--- src/rtl/raybox_pov_pkg.sv ---
// raybox_pov_pkg
//   Shared definitions for the raybox POV controller: default vector width,
//   movement step shift, reset point-of-view constants (Q6.10) and the
//   commit FSM state encoding.
package raybox_pov_pkg;

  localparam int POV_VEC_W      = 16;
  localparam int POV_STEP_SHIFT = 4;
  localparam int POV_N_COMP     = 6;  // playerX/Y, facingX/Y, vplaneX/Y

  localparam logic [15:0] POV_PLAYER_X0 = 16'h0C00;  // 3.0
  localparam logic [15:0] POV_PLAYER_Y0 = 16'h0C00;  // 3.0
  localparam logic [15:0] POV_FACING_X0 = 16'h0400;  // 1.0
  localparam logic [15:0] POV_FACING_Y0 = 16'h0000;  // 0.0
  localparam logic [15:0] POV_VPLANE_X0 = 16'h0000;  // 0.0
  localparam logic [15:0] POV_VPLANE_Y0 = 16'h0200;  // 0.5

  typedef enum logic [0:0] {
    ST_IDLE   = 1'b0,
    ST_COMMIT = 1'b1
  } pov_state_e;

endpackage

--- src/rtl/raybox_spi_rx.sv ---
// raybox_spi_rx
//   Receives one POV frame from an SPI host (mode 0, MSB first). The raw
//   pins are brought into clk through 2-FF synchronisers; mosi is sampled on
//   the synchronised sclk rising edge while ss_n is low. The ss_n rising edge
//   closes the frame: exactly FRAME_BITS bits gives frame_valid, anything
//   else gives frame_err.
// Ports
//   clk, reset_n          clock, async active-low reset
//   i_sclk/i_mosi/i_ss_n  raw SPI pins (asynchronous to clk)
//   frame_valid           1-cycle pulse, payload holds a complete frame
//   frame_err             1-cycle pulse, frame discarded (bad bit count)
//   payload               shifted frame, first received bit at the MSB
module raybox_spi_rx
  import raybox_pov_pkg::*;
#(
  parameter int VEC_W = POV_VEC_W
) (
  input  logic                        clk,
  input  logic                        reset_n,
  input  logic                        i_sclk,
  input  logic                        i_mosi,
  input  logic                        i_ss_n,
  output logic                        frame_valid,
  output logic                        frame_err,
  output logic [POV_N_COMP*VEC_W-1:0] payload
);

  localparam int FRAME_BITS = POV_N_COMP * VEC_W;
  localparam int CNT_W      = $clog2(FRAME_BITS + 2);
  localparam logic [CNT_W-1:0] CNT_FULL = CNT_W'(FRAME_BITS);
  localparam logic [CNT_W-1:0] CNT_SAT  = CNT_W'(FRAME_BITS + 1);

  logic [1:0]            sclk_sync_q, sclk_sync_d;
  logic [1:0]            mosi_sync_q, mosi_sync_d;
  logic [1:0]            ss_sync_q,   ss_sync_d;
  logic                  sclk_prev_q, sclk_prev_d;
  logic                  ss_prev_q,   ss_prev_d;
  logic [CNT_W-1:0]      cnt_q,       cnt_d;
  logic [FRAME_BITS-1:0] shift_q,     shift_d;
  logic                  valid_q,     valid_d;
  logic                  err_q,       err_d;

  logic sclk_rise, ss_fall, ss_rise;

  always_comb begin
    sclk_sync_d = {sclk_sync_q[0], i_sclk};
    mosi_sync_d = {mosi_sync_q[0], i_mosi};
    ss_sync_d   = {ss_sync_q[0], i_ss_n};
    sclk_prev_d = sclk_sync_q[1];
    ss_prev_d   = ss_sync_q[1];

    sclk_rise = sclk_sync_q[1] & ~sclk_prev_q;
    ss_fall   = ~ss_sync_q[1] & ss_prev_q;
    ss_rise   = ss_sync_q[1] & ~ss_prev_q;

    cnt_d   = cnt_q;
    shift_d = shift_q;
    valid_d = 1'b0;
    err_d   = 1'b0;

    if (ss_fall) begin
      cnt_d = '0;
    end else if (!ss_sync_q[1] && sclk_rise) begin
      // Overlong frames stop shifting but keep counting one past full so
      // the closing edge still sees a bad count.
      if (cnt_q < CNT_FULL) shift_d = {shift_q[FRAME_BITS-2:0], mosi_sync_q[1]};
      if (cnt_q < CNT_SAT)  cnt_d   = cnt_q + 1'b1;
    end

    if (ss_rise) begin
      if (cnt_q == CNT_FULL) valid_d = 1'b1;
      else                   err_d   = 1'b1;
    end
  end

  // ss_n synchronisers reset to the idle-high level so releasing reset with
  // the bus idle does not look like a frame boundary.
  always_ff @(posedge clk or negedge reset_n) begin
    if (!reset_n) begin
      sclk_sync_q <= '0;
      mosi_sync_q <= '0;
      ss_sync_q   <= 2'b11;
      sclk_prev_q <= 1'b0;
      ss_prev_q   <= 1'b1;
      cnt_q       <= '0;
      shift_q     <= '0;
      valid_q     <= 1'b0;
      err_q       <= 1'b0;
    end else begin
      sclk_sync_q <= sclk_sync_d;
      mosi_sync_q <= mosi_sync_d;
      ss_sync_q   <= ss_sync_d;
      sclk_prev_q <= sclk_prev_d;
      ss_prev_q   <= ss_prev_d;
      cnt_q       <= cnt_d;
      shift_q     <= shift_d;
      valid_q     <= valid_d;
      err_q       <= err_d;
    end
  end

  assign frame_valid = valid_q;
  assign frame_err   = err_q;
  assign payload     = shift_q;

endmodule

--- src/rtl/raybox_pov_ctrl.sv ---
// raybox_pov_ctrl
//   Owns the committed point-of-view vectors (player, facing, vplane) and
//   only changes them on a frame boundary. A complete SPI upload waits in a
//   shadow register; on frame_tick it wins over the movement buttons.
//   Otherwise the synchronised buttons move the player along facing (F/B)
//   and vplane (L/R) by vector >>> STEP_SHIFT, wrapping in VEC_W bits.
// Ports
//   clk, reset_n                 clock, async active-low reset
//   i_sclk/i_mosi/i_ss_n         raw SPI from the host
//   moveL/moveR/moveF/moveB      raw movement request levels
//   frame_tick                   1-cycle pulse at start of vblank
//   new_player*/facing*/vplane*  committed POV
//   write_new_position           1-cycle strobe while new_* show a new value
//   spi_pending                  uploaded frame waiting for commit
//   spi_err                      1-cycle pulse, SPI frame discarded
//
// State table
//   state     | meaning
//   ST_IDLE   | waiting for frame_tick
//   ST_COMMIT | new_* just updated (strobe high if anything changed); ticks ignored
module raybox_pov_ctrl
  import raybox_pov_pkg::*;
#(
  parameter int               VEC_W      = POV_VEC_W,
  parameter int               STEP_SHIFT = POV_STEP_SHIFT,
  parameter logic [VEC_W-1:0] PLAYER_X0  = POV_PLAYER_X0,
  parameter logic [VEC_W-1:0] PLAYER_Y0  = POV_PLAYER_Y0,
  parameter logic [VEC_W-1:0] FACING_X0  = POV_FACING_X0,
  parameter logic [VEC_W-1:0] FACING_Y0  = POV_FACING_Y0,
  parameter logic [VEC_W-1:0] VPLANE_X0  = POV_VPLANE_X0,
  parameter logic [VEC_W-1:0] VPLANE_Y0  = POV_VPLANE_Y0
) (
  input  logic             clk,
  input  logic             reset_n,
  input  logic             i_sclk,
  input  logic             i_mosi,
  input  logic             i_ss_n,
  input  logic             moveL,
  input  logic             moveR,
  input  logic             moveF,
  input  logic             moveB,
  input  logic             frame_tick,
  output logic [VEC_W-1:0] new_playerX,
  output logic [VEC_W-1:0] new_playerY,
  output logic [VEC_W-1:0] new_facingX,
  output logic [VEC_W-1:0] new_facingY,
  output logic [VEC_W-1:0] new_vplaneX,
  output logic [VEC_W-1:0] new_vplaneY,
  output logic             write_new_position,
  output logic             spi_pending,
  output logic             spi_err
);

  localparam int FRAME_BITS = POV_N_COMP * VEC_W;

  logic                  rx_valid, rx_err;
  logic [FRAME_BITS-1:0] rx_payload;

  raybox_spi_rx #(.VEC_W(VEC_W)) u_spi_rx (
    .clk        (clk),
    .reset_n    (reset_n),
    .i_sclk     (i_sclk),
    .i_mosi     (i_mosi),
    .i_ss_n     (i_ss_n),
    .frame_valid(rx_valid),
    .frame_err  (rx_err),
    .payload    (rx_payload)
  );

  pov_state_e              state_q, state_d;
  logic [FRAME_BITS-1:0]   shadow_q, shadow_d;
  logic                    pending_q, pending_d;
  logic                    strobe_q, strobe_d;
  logic [3:0]              btn_meta_q, btn_q;  // {L, R, F, B}
  logic signed [VEC_W-1:0] px_q, px_d, py_q, py_d;
  logic signed [VEC_W-1:0] fx_q, fx_d, fy_q, fy_d;
  logic signed [VEC_W-1:0] vx_q, vx_d, vy_q, vy_d;

  logic                    btn_l, btn_r, btn_f, btn_b;
  logic                    fwd_en, side_en;
  logic signed [VEC_W-1:0] stp_fx, stp_fy, stp_vx, stp_vy;
  logic signed [VEC_W-1:0] dfx, dfy, dsx, dsy;

  always_comb begin
    {btn_l, btn_r, btn_f, btn_b} = btn_q;
    // Opposing buttons cancel each other on their own axis only.
    fwd_en  = btn_f ^ btn_b;
    side_en = btn_l ^ btn_r;

    stp_fx = fx_q >>> STEP_SHIFT;
    stp_fy = fy_q >>> STEP_SHIFT;
    stp_vx = vx_q >>> STEP_SHIFT;
    stp_vy = vy_q >>> STEP_SHIFT;

    dfx = !fwd_en  ? '0 : (btn_b ? -stp_fx : stp_fx);
    dfy = !fwd_en  ? '0 : (btn_b ? -stp_fy : stp_fy);
    dsx = !side_en ? '0 : (btn_l ? -stp_vx : stp_vx);
    dsy = !side_en ? '0 : (btn_l ? -stp_vy : stp_vy);

    state_d   = state_q;
    shadow_d  = shadow_q;
    pending_d = pending_q;
    strobe_d  = 1'b0;
    px_d = px_q;
    py_d = py_q;
    fx_d = fx_q;
    fy_d = fy_q;
    vx_d = vx_q;
    vy_d = vy_q;

    // The update is registered on the edge that enters ST_COMMIT, so new_*
    // and the strobe are both visible during the COMMIT cycle.
    case (state_q)
      ST_IDLE: begin
        if (frame_tick) begin
          state_d = ST_COMMIT;
          if (pending_q) begin
            px_d = shadow_q[5*VEC_W +: VEC_W];
            py_d = shadow_q[4*VEC_W +: VEC_W];
            fx_d = shadow_q[3*VEC_W +: VEC_W];
            fy_d = shadow_q[2*VEC_W +: VEC_W];
            vx_d = shadow_q[1*VEC_W +: VEC_W];
            vy_d = shadow_q[0*VEC_W +: VEC_W];
            pending_d = 1'b0;
            strobe_d  = 1'b1;
          end else if (fwd_en || side_en) begin
            px_d = px_q + dfx + dsx;
            py_d = py_q + dfy + dsy;
            strobe_d = 1'b1;
          end
        end
      end
      ST_COMMIT: state_d = ST_IDLE;
      default:   state_d = ST_IDLE;
    endcase

    // A frame completing alongside a commit survives as pending for the
    // next tick.
    if (rx_valid) begin
      shadow_d  = rx_payload;
      pending_d = 1'b1;
    end
  end

  always_ff @(posedge clk or negedge reset_n) begin
    if (!reset_n) begin
      state_q    <= ST_IDLE;
      shadow_q   <= '0;
      pending_q  <= 1'b0;
      strobe_q   <= 1'b0;
      btn_meta_q <= '0;
      btn_q      <= '0;
      px_q       <= PLAYER_X0;
      py_q       <= PLAYER_Y0;
      fx_q       <= FACING_X0;
      fy_q       <= FACING_Y0;
      vx_q       <= VPLANE_X0;
      vy_q       <= VPLANE_Y0;
    end else begin
      state_q    <= state_d;
      shadow_q   <= shadow_d;
      pending_q  <= pending_d;
      strobe_q   <= strobe_d;
      btn_meta_q <= {moveL, moveR, moveF, moveB};
      btn_q      <= btn_meta_q;
      px_q       <= px_d;
      py_q       <= py_d;
      fx_q       <= fx_d;
      fy_q       <= fy_d;
      vx_q       <= vx_d;
      vy_q       <= vy_d;
    end
  end

  assign new_playerX        = px_q;
  assign new_playerY        = py_q;
  assign new_facingX        = fx_q;
  assign new_facingY        = fy_q;
  assign new_vplaneX        = vx_q;
  assign new_vplaneY        = vy_q;
  assign write_new_position = strobe_q;
  assign spi_pending        = pending_q;
  assign spi_err            = rx_err;

endmodule

--- config.mk ---
export PLATFORM = sky130hd
export DESIGN_NAME = raybox_pov_ctrl
export DESIGN_NICKNAME = d
export VERILOG_FILES = /design/src/rtl/raybox_pov_pkg.sv /design/src/rtl/raybox_spi_rx.sv /design/src/rtl/raybox_pov_ctrl.sv
export SDC_FILE = /design/constraint.sdc
export NUM_CORES = 1
export LEC_CHECK = 0
export ABC_AREA = 1
export CAP_MARGIN = 30
export CORE_MARGIN = 2
export CORE_UTILIZATION = 63
export CTS_CLUSTER_SIZE = 12
export DETAILED_ROUTE_END_ITERATION = 8
export GPL_ROUTABILITY_DRIVEN = 1
export HOLD_SLACK_MARGIN = 0.1
export PLACE_DENSITY = 0.84
export SLEW_MARGIN = 20
export SYNTH_ARGS = -nofsm -noshare
export SYNTH_HDL_FRONTEND = slang
export SYNTH_HIERARCHICAL = 1
export SYNTH_SLANG_ARGS = --single-unit
--- constraint.sdc ---
create_clock -name clk -period 9 [get_ports clk]
set_input_delay 2.7 -clock clk [delete_from_list [all_inputs] [get_ports clk]]
set_output_delay 2.7 -clock clk [all_outputs]
set_load 0.005 [all_outputs]
==> impl_metrics.py, run 1 <==
metrics = {
    "global_routing": {
        "grt-busiest-layer": "met2",
        "first_global_vias": 12200,
        "use_met1": 0.432,
        "track_usage": 0.297,
        "grt_start_max_net_pins": 193,
        "grt_pass1_wl_um": 62100,
        "grt_util_met2": 0.473,
        "gr-total-overflow": 0,
        "antenna_found_initial": 0,
        "grtUsageMet3": 0.0398,
    },
    "flow_run": {
        "maxCapViolCount": 0,
    },
    "die": {
        "die_x_um": 161,
        "die_h_um": 161,
        "placementRows": 57,
        "ios": 109,
        "core-area_sq_um": 24300,
        "die-area_sq_um": 26000,
        "start_util": 0.642,
    },
    "cts": {
        "insertion_delay_ns": 0.52,
        "cts_resized": 0,
        "cts_hold_buffers": 0,
        "cts_setup_buffers": 0,
        "clock_sinks": 316,
        "cts_tree": "yes",
        "htree_levels": 2,
        "clkTransAtPathRegs_ns": 0.06,
        "cts_max_path_buffers": 3,
        "numCtsBuffers": 35,
        "cts_root_buf": "clkbuf_16",
    },
    "yosys": {
        "synth_area_leaders": "dfrtp_1 (49%), nand2_1 (11%), o21ai_0 (7.7%)",
        "ys_async_sr_fraction": 1.00,
        "ys_types": 43,
        "yosys_most_used_dff": "dfrtp_1",
        "synth_edf_count": 0,
        "ys_warn_count": 6,
        "syn_area_sq_um": 15600,
        "yosys_register_bits": 316,
        "netlist_instances": 1815,
        "syn_area_per_cell_sq_um": 8.60,
        "synth_top_area_share": 0.492,
        "syn_nets": 1891,
        "ys_seq_area_frac": 0.507,
        "yosysTopAreaCell": "dfrtp_1",
    },
    "layout": {
        "regArea_sq_um": 7920,
        "drive_above_1_share": 0.0701,
        "syn_to_final_growth_pct": 14.7,
        "antenna_cells": 0,
        "multi_input_area_sq_um": 6410,
        "nets": 1966,
        "fillers": 1732,
        "design_area_sq_um": 17900,
    },
    "setup_path": {
        "start_kind": "register",
        "cp_max_fo": 20,
        "cp.arrival_ns": 4.97,
        "end_kind": "register",
        "path_class": "register to register",
        "r2r_cells": 14,
        "required_ns": 9.41,
        "ff2ff_setup_slack_ns": 4.44,
    },
    "timing": {
        "clock_skew_ns": 0.00998,
        "worst_pin_slew_ns": 0.960,
        "rsz0062_at_grt": "no",
        "fmax_mhz": 219,
        "period_minus_slack_ns": 4.56,
        "setup_viol": 0,
        "drv_slew": 0,
        "fin_tns_setup_ns": 0,
        "whs_ns": 0.348,
        "finalHoldViolCount": 0,
        "min_period_over_period": 0.507,
        "slew_headroom": 0.360,
    },
    "power": {
        "pwr-share-comb": 0.179,
        "p_int_uw": 2760,
        "seqPwrFrac": 0.459,
        "power.switching_fraction": 0.291,
        "p_leak_uw": 0.00842,
        "irDropWorstVdd_uv": 157,
        "clockPowerShare": 0.363,
        "p_per_area_nw_per_um2": 217,
        "power.switching_uw": 1130,
    },
    "detailed_routing": {
        "postRouteAntennaNets": 0,
        "drt-total-wl_um": 37200,
        "vias_per_cell": 5.57,
        "first_pass_iters": 6,
        "wl_per_cell_um": 16.6,
        "vias": 12400,
        "drt_iter0_drc": 1146,
        "drc": 0,
    },
    "placed_design": {
        "io_buffers": 108,
        "routabilityCongestion": 0.920,
        "hpwlAfterDp_um": 24700,
        "postPlaceCellArea_sq_um": 16800,
    },
    "min_path": {
        "hp-class": "register to register",
        "hold_depth": 0,
    },
    "run_status": {
        "outcome": "completed",
    },
}
-- registers in the layout (all words and copies together) (netlist names), 2 cells and up --
| name | flops |
|---|---|
| new_playerX | 16 |
| new_facingY | 16 |
| new_facingX | 16 |
| u_spi_rx/payload | 96 |
| btn_q | 4 |
| u_spi_rx/mosi_sync_q | 2 |
| new_vplaneX | 16 |
| shadow_q | 96 |
| u_spi_rx/sclk_sync_q | 2 |
| new_playerY | 16 |
| u_spi_rx/cnt_q | 7 |
| u_spi_rx/ss_sync_q | 2 |
| btn_meta_q | 4 |
| new_vplaneY | 16 |
-- placed cells by master (no fill, tap or decap), types with 5 or more instances in the layout --
cell	synthesis	routed
dfstp_2	9	9
fa_1	32	32
nor3_1	35	35
xor2_1	13	13
clkbuf_16	0	36
o31ai_1	5	5
inv_1	220	220
nand2_1	441	440
clkbuf_1	45	7
o21ai_0	241	241
and3_1	8	8
dfrtp_1	307	306
clkbuf_8	0	7
clkdlybuf4s50_1	0	107
a31oi_1	5	5
ha_1	34	34
nor2_1	138	138
nand3_1	47	47
a21o_1	5	5
a21oi_1	102	102
a21oi_2	46	46
xnor2_1	12	12
-- worst max-delay path, stage by stage (launching register included) --
cell and delay (ns):
dfrtp_1 0.84, clkinv_1 0.76, o21ai_0 0.43, o21ai_0 0.12
a21oi_1 0.35, fa_1 0.49, ha_1 0.37, a21oi_1 0.32
o21ai_0 0.16, a21oi_1 0.13, o21ai_0 0.16, nand3_1 0.12
nand3_1 0.08, nand2_1 0.07, nand2_1 0.04
-- path summary, 6_finish.rpt --
| kind | from | endpoint |
|---|---|---|
| hold / removal | u_spi_rx/sclk_sync_q[0] | u_spi_rx/sclk_sync_q[1] |
| max in group asynchronous | reset_n | u_spi_rx/frame_valid |
| setup reg to reg | btn_q[0] | new_playerY[15] |
| min in group asynchronous | reset_n | shadow_q[35] |
| setup / recovery | btn_q[0] | new_playerY[15] |
| hold reg to reg | u_spi_rx/sclk_sync_q[0] | u_spi_rx/sclk_sync_q[1] |
-- power by group through the flow --
stage	Sequential, uW	Combinational [uW]	Clock (uW)
after floorplan	1750	456	0
after global placement	1800	663	0
after detailed placement	1810	687	0
after CTS	1780	698	1430
after global routing	1810	793	1490
final	1780	696	1410
-- stage by stage --
stage	utilization	instances	setup slack [ns]	power [uW]
6_report	0.736	2235	4.44	3890
5_1_grt	0.736	2235	4.10	4090
4_1_cts	0.736	2235	4.46	3910
3_5_place_dp	0.690	2177	4.24	2490
3_3_place_gp	0.689	2176	4.23	2460
2_1_floorplan	-	1815	5.28	2210
-- cells by family (layout without fill, tap and decap cells) --
group                    count (synthesis)  after routing  share of synthesized area
AO/OA/AOI/OAI                          418            418                      0.150
adder cells (fa/ha/maj)                 66             66                     0.0683
flip-flops                             316            316                      0.507
buffers and inverters                  303            399                     0.0820
XOR/XNOR                                25             25                     0.0140
AND/OR/NAND/NOR                        687            687                      0.178
-- area by class of cell --
| class | instances | area share |
|---|---|---|
| Clock inverter | 8 | 0.00608 |
| Multi-Input combinational cell | 1196 | 0.358 |
| Timing Repair Buffer | 115 | 0.0661 |
| Sequential cell | 316 | 0.442 |
| Tap cell | 324 | 0.0226 |
| Inverter | 226 | 0.0474 |
| Clock buffer | 50 | 0.0572 |
-- Yosys cell counts, drive strengths merged, types with 2 or more instances --
cell	count
nand2	445
dfrtp	307
o21ai	244
inv	224
a21oi	150
nor2	140
nand3	48
clkbuf	45
nor3	36
ha	34
buf	32
fa	32
xor2	13
xnor2	12
dfstp	9
and3	8
a21o	5
a31oi	5
o31ai	5
o21a	4
or2	4
nor3b	3
clkinv	2
nand4	2
o211ai	2
-- routing by layer --
metal	vias up	wire [um]
met2	450	17300
met5	-	0
li1	5934	-
met4	0	1020
met1	5979	16500
met3	86	2310
Note: power is estimated with default switching activity, not from simulation.
==> run 2: changes to the inputs <==
--- a/config.mk
+++ b/config.mk
@@ -8,12 +8,12 @@
 export ABC_AREA = 1
 export CAP_MARGIN = 30
 export CORE_MARGIN = 2
-export CORE_UTILIZATION = 63
+export CORE_UTILIZATION = 59
 export CTS_CLUSTER_SIZE = 12
 export DETAILED_ROUTE_END_ITERATION = 8
 export GPL_ROUTABILITY_DRIVEN = 1
 export HOLD_SLACK_MARGIN = 0.1
-export PLACE_DENSITY = 0.84
+export PLACE_DENSITY = 0.79
 export SLEW_MARGIN = 20
 export SYNTH_ARGS = -nofsm -noshare
 export SYNTH_HDL_FRONTEND = slang
==> constraint.sdc (replaced) <==
create_clock -name clk -period 4.7 [get_ports clk]
set_input_delay 1.41 -clock clk [delete_from_list [all_inputs] [get_ports clk]]
set_output_delay 1.41 -clock clk [all_outputs]
set_load 0.005 [all_outputs]
==> run 2 against run 1 <==
Net effect: die area up 6.6%; via count is 1.5% lower; first-iteration DRC count fell by 1.9%; cell count grew 0.98%; sequential power rose by 92%; combinational power increased by 95%; fmax rose by 12%.
==> impl_metrics.py, run 2 (synthesis gave the netlist of run 1 again) <==
metrics = {
    "timing": {
        "setup_ws_ns": 0.630,
        "fmax_mhz": 246,
        "worst_pin_slew_ns": 0.805,
        "min_period_over_period": 0.866,
        "period_minus_slack_ns": 4.07,
        "slew_headroom": 0.464,
        "fin_tns_setup_ns": 0,
        "drv_slew": 0,
        "clock_skew_ns": 0.0170,
        "rsz0062_at_grt": "no",
        "setup_viol": 0,
        "finalHoldViolCount": 0,
    },
    "detailed_routing": {
        "drt-total-wl_um": 37900,
        "first_pass_iters": 5,
        "vias_per_cell": 5.43,
        "drc": 0,
        "drt_iter0_drc": 1124,
        "wl_per_cell_um": 16.8,
        "vias": 12300,
        "postRouteAntennaNets": 0,
    },
    "run_status": {
        "outcome": "completed",
    },
    "cts": {
        "clock_sinks": 316,
        "cts_root_buf": "clkbuf_16",
        "numCtsBuffers": 35,
        "cts_tree": "yes",
        "htree_levels": 2,
        "cts_max_path_buffers": 3,
        "clkTransAtPathRegs_ns": 0.06,
        "cts_resized": 0,
        "cts_hold_buffers": 0,
        "cts_setup_buffers": 0,
        "insertion_delay_ns": 0.52,
    },
    "power": {
        "irDropWorstVdd_uv": 464,
        "p_per_area_nw_per_um2": 413,
        "p_leak_uw": 0.00845,
    },
    "die": {
        "start_util": 0.600,
        "placementRows": 59,
        "ios": 109,
        "die-area_sq_um": 27800,
        "die_h_um": 167,
        "die_x_um": 167,
        "core-area_sq_um": 26000,
    },
    "global_routing": {
        "grt_start_max_net_pins": 129,
        "first_global_vias": 12100,
        "gr-total-overflow": 0,
        "grt_pass1_wl_um": 63300,
        "track_usage": 0.284,
        "antenna_found_initial": 0,
    },
    "setup_path": {
        "end_kind": "register",
        "start_kind": "register",
        "required_ns": 5.10,
        "path_class": "register to register",
        "ff2ff_setup_slack_ns": 0.63,
        "cp_max_fo": 4,
        "cp.arrival_ns": 4.47,
    },
    "flow_run": {
        "maxCapViolCount": 0,
    },
    "placed_design": {
        "routabilityCongestion": 0.914,
        "hpwlAfterDp_um": 26600,
        "io_buffers": 108,
        "pre_cts_ws_ns": 0.525,
    },
    "layout": {
        "antenna_cells": 0,
        "final_cell_mix": "nand2_1 (440), dfrtp_1 (305), o21ai_0 (241)",
        "nets": 1973,
        "layout_commonest_cell": "nand2_1",
        "drive_above_1_share": 0.0744,
        "syn_to_final_growth_pct": 15.2,
    },
    "min_path": {
        "hp-class": "register to register",
    },
}
==> run 2: metrics by stage <==
stage | hold slack, ns | utilization | power, uW | instance area [sq um] | cells
final | 0.347 | 0.692 | 7420 | 18000 | 2257
after global placement | 0.333 | 0.647 | 4760 | 16800 | 2194
after floorplan | 0.331 | - | 4220 | 15600 | 1815
after detailed placement | 0.336 | 0.648 | 4820 | 16900 | 2195
after global routing | 0.360 | 0.692 | 7830 | 18000 | 2257
after CTS | 0.350 | 0.692 | 7480 | 18000 | 2257
==> run 2: report_power, final <==
group          total [uW]  internal [uW]  switching, uW  leakage [uW]
sequential           3420           3080            342       0.00410
combinational        1360            588            772       0.00380
clock                2650           1560           1090      0.000548
total                7420           5220           2200       0.00845
==> run 2: routing by layer <==
| layer | wire length, um | vias to the layer above | track usage |
|---|---|---|---|
| li1 | - | 5965 | - |
| met5 | 0 | - | 0 |
| met3 | 2390 | 77 | 0.0511 |
| met4 | 1110 | 0 | 0.0866 |
| met1 | 16900 | 5853 | 0.402 |
| met2 | 17500 | 369 | 0.452 |
==> run 2: layout make-up <==
cell class              instances  area (sq um)
fillers                      2051          8010
flip-flops and latches        316          7920
multi-input cells            1196          6410
repair buffers                122          1250
clock buffers                  55          1060
inverters                     226           848
well taps                     335           419
clock inverters                 7          56.3
==> run 2: final timing paths <==
check                                             start  cells after the start                      end
max in group asynchronous                       reset_n                      2     u_spi_rx/frame_valid
min in group asynchronous                       reset_n                      1     u_spi_rx/payload[34]
worst max register to register           new_vplaneX[4]                     22          new_playerX[15]
worst min-delay path            u_spi_rx/sclk_sync_q[0]                      0  u_spi_rx/sclk_sync_q[1]
worst min register to register  u_spi_rx/sclk_sync_q[0]                      0  u_spi_rx/sclk_sync_q[1]
worst max-delay path                     new_vplaneX[4]                     22          new_playerX[15]
==> run 2: critical path, cell delays in order (launching register included) <==
cell     delay, ns
dfrtp_1       0.42
inv_1         0.11
ha_1          0.15
inv_1         0.06
nor3_1        0.20
inv_1         0.10
nor3_1        0.14
inv_1         0.09
nor3_1        0.25
nand2_1       0.14
nand2_1       0.08
nor2_1        0.04
nor3_1        0.33
fa_1          0.49
ha_1          0.36
a21oi_1       0.28
o21ai_0       0.14
a21oi_1       0.13
o21ai_0       0.14
nand3_1       0.12
nand3_1       0.08
nand2_1       0.07
nand2_1       0.05
